<file path="src/rtl/div_unit_pkg.sv">
// Shared definitions for the RV32M iterative divider: width, op encodings,
// controller states and the architecturally defined special results.
package div_unit_pkg;

    localparam int XLEN = 32;

    localparam logic [1:0] OP_DIV  = 2'b00;
    localparam logic [1:0] OP_DIVU = 2'b01;
    localparam logic [1:0] OP_REM  = 2'b10;
    localparam logic [1:0] OP_REMU = 2'b11;

    typedef enum logic [1:0] {
        ST_IDLE  = 2'd0,
        ST_CALC  = 2'd1,
        ST_FINAL = 2'd2,
        ST_DONE  = 2'd3
    } div_state_t;

    localparam logic [XLEN-1:0] DIV_ZERO_QUO = '1;
    localparam logic [XLEN-1:0] INT_MIN      = {1'b1, {(XLEN-1){1'b0}}};

    // funct3[0] clear selects the signed variants, funct3[1] set selects remainder.
    function automatic logic op_is_signed(input logic [1:0] op);
        return ~op[0];
    endfunction

    function automatic logic op_is_rem(input logic [1:0] op);
        return op[1];
    endfunction

endpackage

</file>
<file path="src/rtl/div_unit.sv">
// Radix-2 restoring divider for DIV/DIVU/REM/REMU: one quotient bit per cycle,
// sign fix-up in a final cycle, single-cycle register-file writeback.
module div_unit
    import div_unit_pkg::*;
(
    input  logic            clk,
    input  logic            rstn,
    input  logic            start,
    input  logic [1:0]      op,
    input  logic [XLEN-1:0] rs1_data,
    input  logic [XLEN-1:0] rs2_data,
    input  logic [4:0]      rd_addr,
    input  logic            flush,
    output logic            busy,
    output logic            wb_en,
    output logic [4:0]      wb_addr,
    output logic [XLEN-1:0] wb_data
);

    localparam int CNT_W = $clog2(XLEN);

    div_state_t       state, state_next;
    logic [CNT_W-1:0] cnt;
    logic [XLEN-1:0]  rem_q, quo_q, dvs_q;
    logic [4:0]       rd_q;
    logic             is_rem_q, neg_quo_q, neg_rem_q;

    logic signed [XLEN-1:0] dvd_s, dvs_s;
    logic             sgn_op, dvd_neg, dvs_neg, div_zero, ovf, special;
    logic [XLEN-1:0]  special_res;
    logic [XLEN:0]    shifted, diff;
    logic             take;

    function automatic logic [XLEN-1:0] cond_neg(input logic [XLEN-1:0] v, input logic neg);
        return neg ? (~v + 1'b1) : v;
    endfunction

    assign dvd_s    = $signed(rs1_data);
    assign dvs_s    = $signed(rs2_data);
    assign sgn_op   = op_is_signed(op);
    assign dvd_neg  = sgn_op && (dvd_s < 0);
    assign dvs_neg  = sgn_op && (dvs_s < 0);
    assign div_zero = (rs2_data == '0);
    assign ovf      = sgn_op && (rs1_data == INT_MIN) && (rs2_data == DIV_ZERO_QUO);
    assign special  = div_zero || ovf;

    always_comb begin
        special_res = '0;
        if (div_zero)
            special_res = op_is_rem(op) ? rs1_data : DIV_ZERO_QUO;
        else
            special_res = op_is_rem(op) ? '0 : INT_MIN;
    end

    // Trial subtraction on XLEN+1 bits; a clear top bit means the divisor fits.
    assign shifted = {rem_q, quo_q[XLEN-1]};
    assign diff    = shifted - {1'b0, dvs_q};
    assign take    = ~diff[XLEN];

    always_ff @(posedge clk) begin
        if (!rstn)
            state <= ST_IDLE;
        else
            state <= state_next;
    end

    always_comb begin
        state_next = state;
        if (flush) begin
            state_next = ST_IDLE;
        end else begin
            case (state)
                ST_IDLE:  if (start) state_next = special ? ST_DONE : ST_CALC;
                ST_CALC:  if (cnt == CNT_W'(XLEN-1)) state_next = ST_FINAL;
                ST_FINAL: state_next = ST_DONE;
                ST_DONE:  state_next = ST_IDLE;
                default:  state_next = ST_IDLE;
            endcase
        end
    end

    always_ff @(posedge clk) begin
        if (!rstn) begin
            cnt       <= '0;
            rem_q     <= '0;
            quo_q     <= '0;
            dvs_q     <= '0;
            rd_q      <= '0;
            is_rem_q  <= 1'b0;
            neg_quo_q <= 1'b0;
            neg_rem_q <= 1'b0;
            wb_addr   <= '0;
            wb_data   <= '0;
        end else if (!flush) begin
            case (state)
                // Accept: operands enter as magnitudes, signs kept for the fix-up.
                ST_IDLE: begin
                    if (start) begin
                        cnt       <= '0;
                        rem_q     <= '0;
                        quo_q     <= cond_neg(rs1_data, dvd_neg);
                        dvs_q     <= cond_neg(rs2_data, dvs_neg);
                        rd_q      <= rd_addr;
                        is_rem_q  <= op_is_rem(op);
                        neg_quo_q <= dvd_neg ^ dvs_neg;
                        neg_rem_q <= dvd_neg;
                        if (special) begin
                            wb_data <= special_res;
                            wb_addr <= rd_addr;
                        end
                    end
                end
                // Iterate: quotient bits shift in from the right as dividend bits leave.
                ST_CALC: begin
                    rem_q <= take ? diff[XLEN-1:0] : shifted[XLEN-1:0];
                    quo_q <= {quo_q[XLEN-2:0], take};
                    cnt   <= cnt + CNT_W'(1);
                end
                // Sign correction and result select.
                ST_FINAL: begin
                    wb_data <= is_rem_q ? cond_neg(rem_q, neg_rem_q)
                                        : cond_neg(quo_q, neg_quo_q);
                    wb_addr <= rd_q;
                end
                default: ;
            endcase
        end
    end

    assign busy  = (state != ST_IDLE);
    assign wb_en = (state == ST_DONE) && (rd_q != 5'd0);

endmodule

</file>
<file path="config.mk">
export PLATFORM = sky130hd
export DESIGN_NAME = div_unit
export DESIGN_NICKNAME = d
export VERILOG_FILES = /design/src/rtl/div_unit_pkg.sv /design/src/rtl/div_unit.sv
export SDC_FILE = /design/constraint.sdc
export NUM_CORES = 1
export LEC_CHECK = 0
export CAP_MARGIN = 25
export CORE_AREA = 2 2 192 156
export CTS_BUF_LIST = sky130_fd_sc_hd__clkbuf_8
export CTS_CLUSTER_SIZE = 10
export DETAILED_ROUTE_END_ITERATION = 16
export DIE_AREA = 0 0 194 158
export GPL_TIMING_DRIVEN = 0
export PLACE_DENSITY_LB_ADDON = 0.25
export SLEW_MARGIN = 20
export SYNTH_ARGS = -nofsm -noshare
export SYNTH_HDL_FRONTEND = slang
export SYNTH_SLANG_ARGS = --single-unit
export TNS_END_PERCENT = 20
</file>
<file path="constraint.sdc">
create_clock -name clk -period 7.1 [get_ports clk]
set_input_delay 1.775 -clock clk [delete_from_list [all_inputs] [get_ports clk]]
set_output_delay 1.775 -clock clk [all_outputs]
set_load 0.02 [all_outputs]
</file>
==> qor.yml <==
top_level_ports: 114
fillerInstances: 2954
hold_viol: 0
drcViolationCount: 0
finalSetupTns_ns: 0
arrival_ns: 5.74
syn_inst: 1521
internal_power_w: 0.00133
path_cells: "clkdlybuf4s50_1 -> inv_1 -> ha_1 -> inv_1 -> nor3_2 -> nand4_1 -> o31ai_1 -> nand3_1 -> a21oi_1 -> buf_2 -> buf_2 -> a31oi_1"
ys_seq_area_frac: 0.260
dr.pass1.iters: 5
cpPeakStageDelay_ns: 0.61
synth_area_per_cell_um2: 7.49
core_mm2: 0.0289
cts_tree: "built"
mappedNetlistNets: 1640
sw_frac_of_total: 0.368
first_iter_violations: 1183
worstPathMaxFanout: 10
yosysUniqueCellTypes: 77
pwr-share-seq: 0.424
finalWorstPathRequiredPeriod_ns: 5.37
grt_antenna_before_repair: 0
synth-edff-count: 0
clock_power_share: 0.328
critPathTopFamily: "buffers and inverters"
globalplace.congestion: 0.966
yosys-top-cells-area: "dfxtp_1 (26%), nand2_1 (7.5%), o21ai_0 (7.0%), xnor2_1 (6.5%), ha_1 (4.7%)"
yosysWarnings: 0
track_usage: 0.266
drv_cap: 0
fin_skew_ns: 0.0137
cp_num_buf_inv: 5
routed_wirelength_mm: 41.5
overflow: 0
power.density_mw_per_mm2: 157
synth_top_area_frac: 0.260
whs_endpoint: "rd_q[3]$_SDFFE_PN0P_"
ctsHtreeMaxLevel: 4
hold_class: "reg2reg"
area_delta_synth_final_pct: 17.5
synth_ff_type: "dfxtp_1"
combPwrFrac: 0.248
crit_type: "in2reg"
timing.rr.start: "rem_q[21]$_SDFFE_PN0P_"
cts_setup_buffers: 0
clock_latency_ns: 0.50
wl_per_cell_um: 20.3
p_switching_w: 0.000773
worstHoldStart: "rd_q[3]$_SDFFE_PN0P_"
p_total_w: 0.00210
fmax_mhz: 186
synth_most_common_cell: "nand2_1"
p_leak_nw: 4.89
cp.required_ns: 7.47
postLayoutCellArea_mm2: 0.0134
rr_worst_depth: 10
die_h_um: 158
fp.dieW_um: 194
min_period_over_period: 0.757
slew_headroom: 0.378
grt_pass1_vias: 10900
ys_ff_latch: 148
netlist_area_mm2: 0.0114
die_area_mm2: 0.0307
regToRegSetupSlack_ns: 3.43
io_buffers: 113
dpl_cell_area_mm2: 0.0130
max_slew.worst_pin.slew_ns: 0.933
drive_gt1_frac: 0.0492
grt_max_degree: 18
route.vias.total: 12000
final_net_count: 1772
cts_resized: 0
grt_setup_unrepaired: "no"
outcome: "finished clean"
via_per_inst: 5.87
cts.path.max_buffers: 2
hpwl_mm: 32.7
critPathSlowestCell: "clkdlybuf4s50_1"
synthTopCellsByCount: "nand2_1 (229), o21ai_0 (159), dfxtp_1 (148)"
cts.sinks: 148
clkTransAtPathRegs_ns: 0.10
ctsHoldBuffers: 0
end_kind: "register"
row_count: 56
regToRegEndpoint: "rem_q[31]$_SDFFE_PN0P_"
initial_core_util: 0.394
synthArstFlopShare: 0
ant_nets: 0
cts_made_buffers: 17
antenna-diode-count: 0
grt_pass1_wl_mm: 63.1
cts_root_buf: "clkbuf_8"
critPathLaunchType: "primary input"
hold_depth: 2
ir_drop_mv: 0.128
synth_top_area_cell: "dfxtp_1"
slew_viol_final: 0
setup_viol: 0
## per-layer routing
| layer | part of all wire | vias to the layer above | track usage | wire length [um] |
|---|---|---|---|---|
| met5 | 0 | - | 0 | 0 |
| met3 | 0.096 | 52 | 0.0686 | 3990 |
| met1 | 0.48 | 5603 | 0.388 | 20100 |
| li1 | - | 5757 | - | - |
| met4 | 0.021 | 0 | 0.0761 | 886 |
| met2 | 0.40 | 583 | 0.383 | 16500 |
## registers in the layout, summed over array words and instances (netlist names)
name,count
cnt,5
dvs_q,32
is_rem_q,1
neg_quo_q,1
neg_rem_q,1
quo_q,32
rd_q,5
rem_q,32
state,2
wb_addr,5
wb_data,32
## power groups by stage
stage | Clock [W] | Sequential (W) | Combinational, W
2_1_floorplan | 0 | 0.000898 | 0.000330
3_3_place_gp | 0 | 0.000907 | 0.000500
3_5_place_dp | 0 | 0.000908 | 0.000506
4_1_cts | 0.000692 | 0.000889 | 0.000509
5_1_grt | 0.000726 | 0.000894 | 0.000568
6_report | 0.000690 | 0.000890 | 0.000521
## kinds of logic (layout without fill, tap and decap cells)
family	after synthesis	after routing	share of synthesized area
multiplexers	40	40	0.0357
XOR/XNOR	138	138	0.106
buffers and inverters	156	301	0.0541
AO/OA/AOI/OAI	480	480	0.280
flip-flops	148	148	0.260
AND/OR/NAND/NOR	515	515	0.215
adder cells (fa/ha/maj)	44	44	0.0490
## layout make-up
| class | instances | area, um2 | share of cell area |
|---|---|---|---|
| buffer | 98 | 398 | 0.0297 |
| clock buffer | 17 | 234 | 0.0175 |
| tap | 377 | 472 | 0.0353 |
| timing repair buffer | 113 | 1130 | 0.0845 |
| sequential | 148 | 2960 | 0.221 |
| clock inverter | 15 | 151 | 0.0113 |
| multi-input combinational | 1217 | 7810 | 0.584 |
| inverter | 58 | 218 | 0.0163 |
## cells in the final DEF (no fill, tap or decap), types with 6 or more instances in the layout
cell type and count:
nand2_1 229, o21ai_0 159, dfxtp_1 148, clkdlybuf4s50_1 113, nor2_1 99, xnor2_1 85
a21oi_1 84, clkbuf_1 81, inv_1 57, xor2_1 53, ha_1 43, mux2i_1 35
nor3_1 29, a21boi_0 26, a211oi_1 25, o31ai_1 25, nand2b_1 24, nand4_1 23
o211ai_1 23, or4_1 19, o211a_1 19, nand3_1 18, clkbuf_8 17, o41ai_1 16
a31oi_1 14, or3_1 11, buf_2 9, o311a_1 9, inv_6 9, o21a_1 8
nor2b_1 8, or2_2 8, and2_1 8, nor4_1 7, o2bb2a_1 7, and3_1 6
a211o_1 6, a21o_1 6
## worst max-delay path by stage
stage | start | to | slack [ns] | cells past startpoint
CTS | rs2_data[0] | wb_data[15]$_SDFFE_PN0P_ | 1.98 | 13
finish | rs1_data[0] | wb_data[11]$_SDFFE_PN0P_ | 1.73 | 12
global route | rs2_data[0] | wb_data[27]$_SDFFE_PN0P_ | 1.57 | 13
detailed placement | rs2_data[0] | wb_data[15]$_SDFFE_PN0P_ | 1.45 | 13
global placement | rs1_data[0] | wb_data[15]$_SDFFE_PN0P_ | 1.51 | 13
floorplan | rs2_data[0] | wb_data[29]$_SDFFE_PN0P_ | 3.01 | 12
## stage by stage
step	utilization	setup WS (ns)	std cells	hold WS, ns
6_report	0.464	1.73	2043	0.480
5_1_grt	0.464	1.57	2043	0.499
4_1_cts	0.464	1.98	2043	0.474
3_5_place_dp	0.450	1.45	2011	0.459
3_3_place_gp	0.450	1.51	2011	0.456
2_1_floorplan	-	3.01	1521	0.440
## worst register-to-register path: stages (launching register included)
cell       delay, ns
dfxtp_1         0.52
ha_1            0.29
clkbuf_1        0.21
a21oi_1         0.29
o21ai_0         0.19
or2_2           0.33
or3b_2          0.46
o21ai_0         0.51
o21ai_0         0.30
mux2_2          0.34
a2bb2oi_1       0.14
Note: power is estimated with default switching activity, not from simulation.
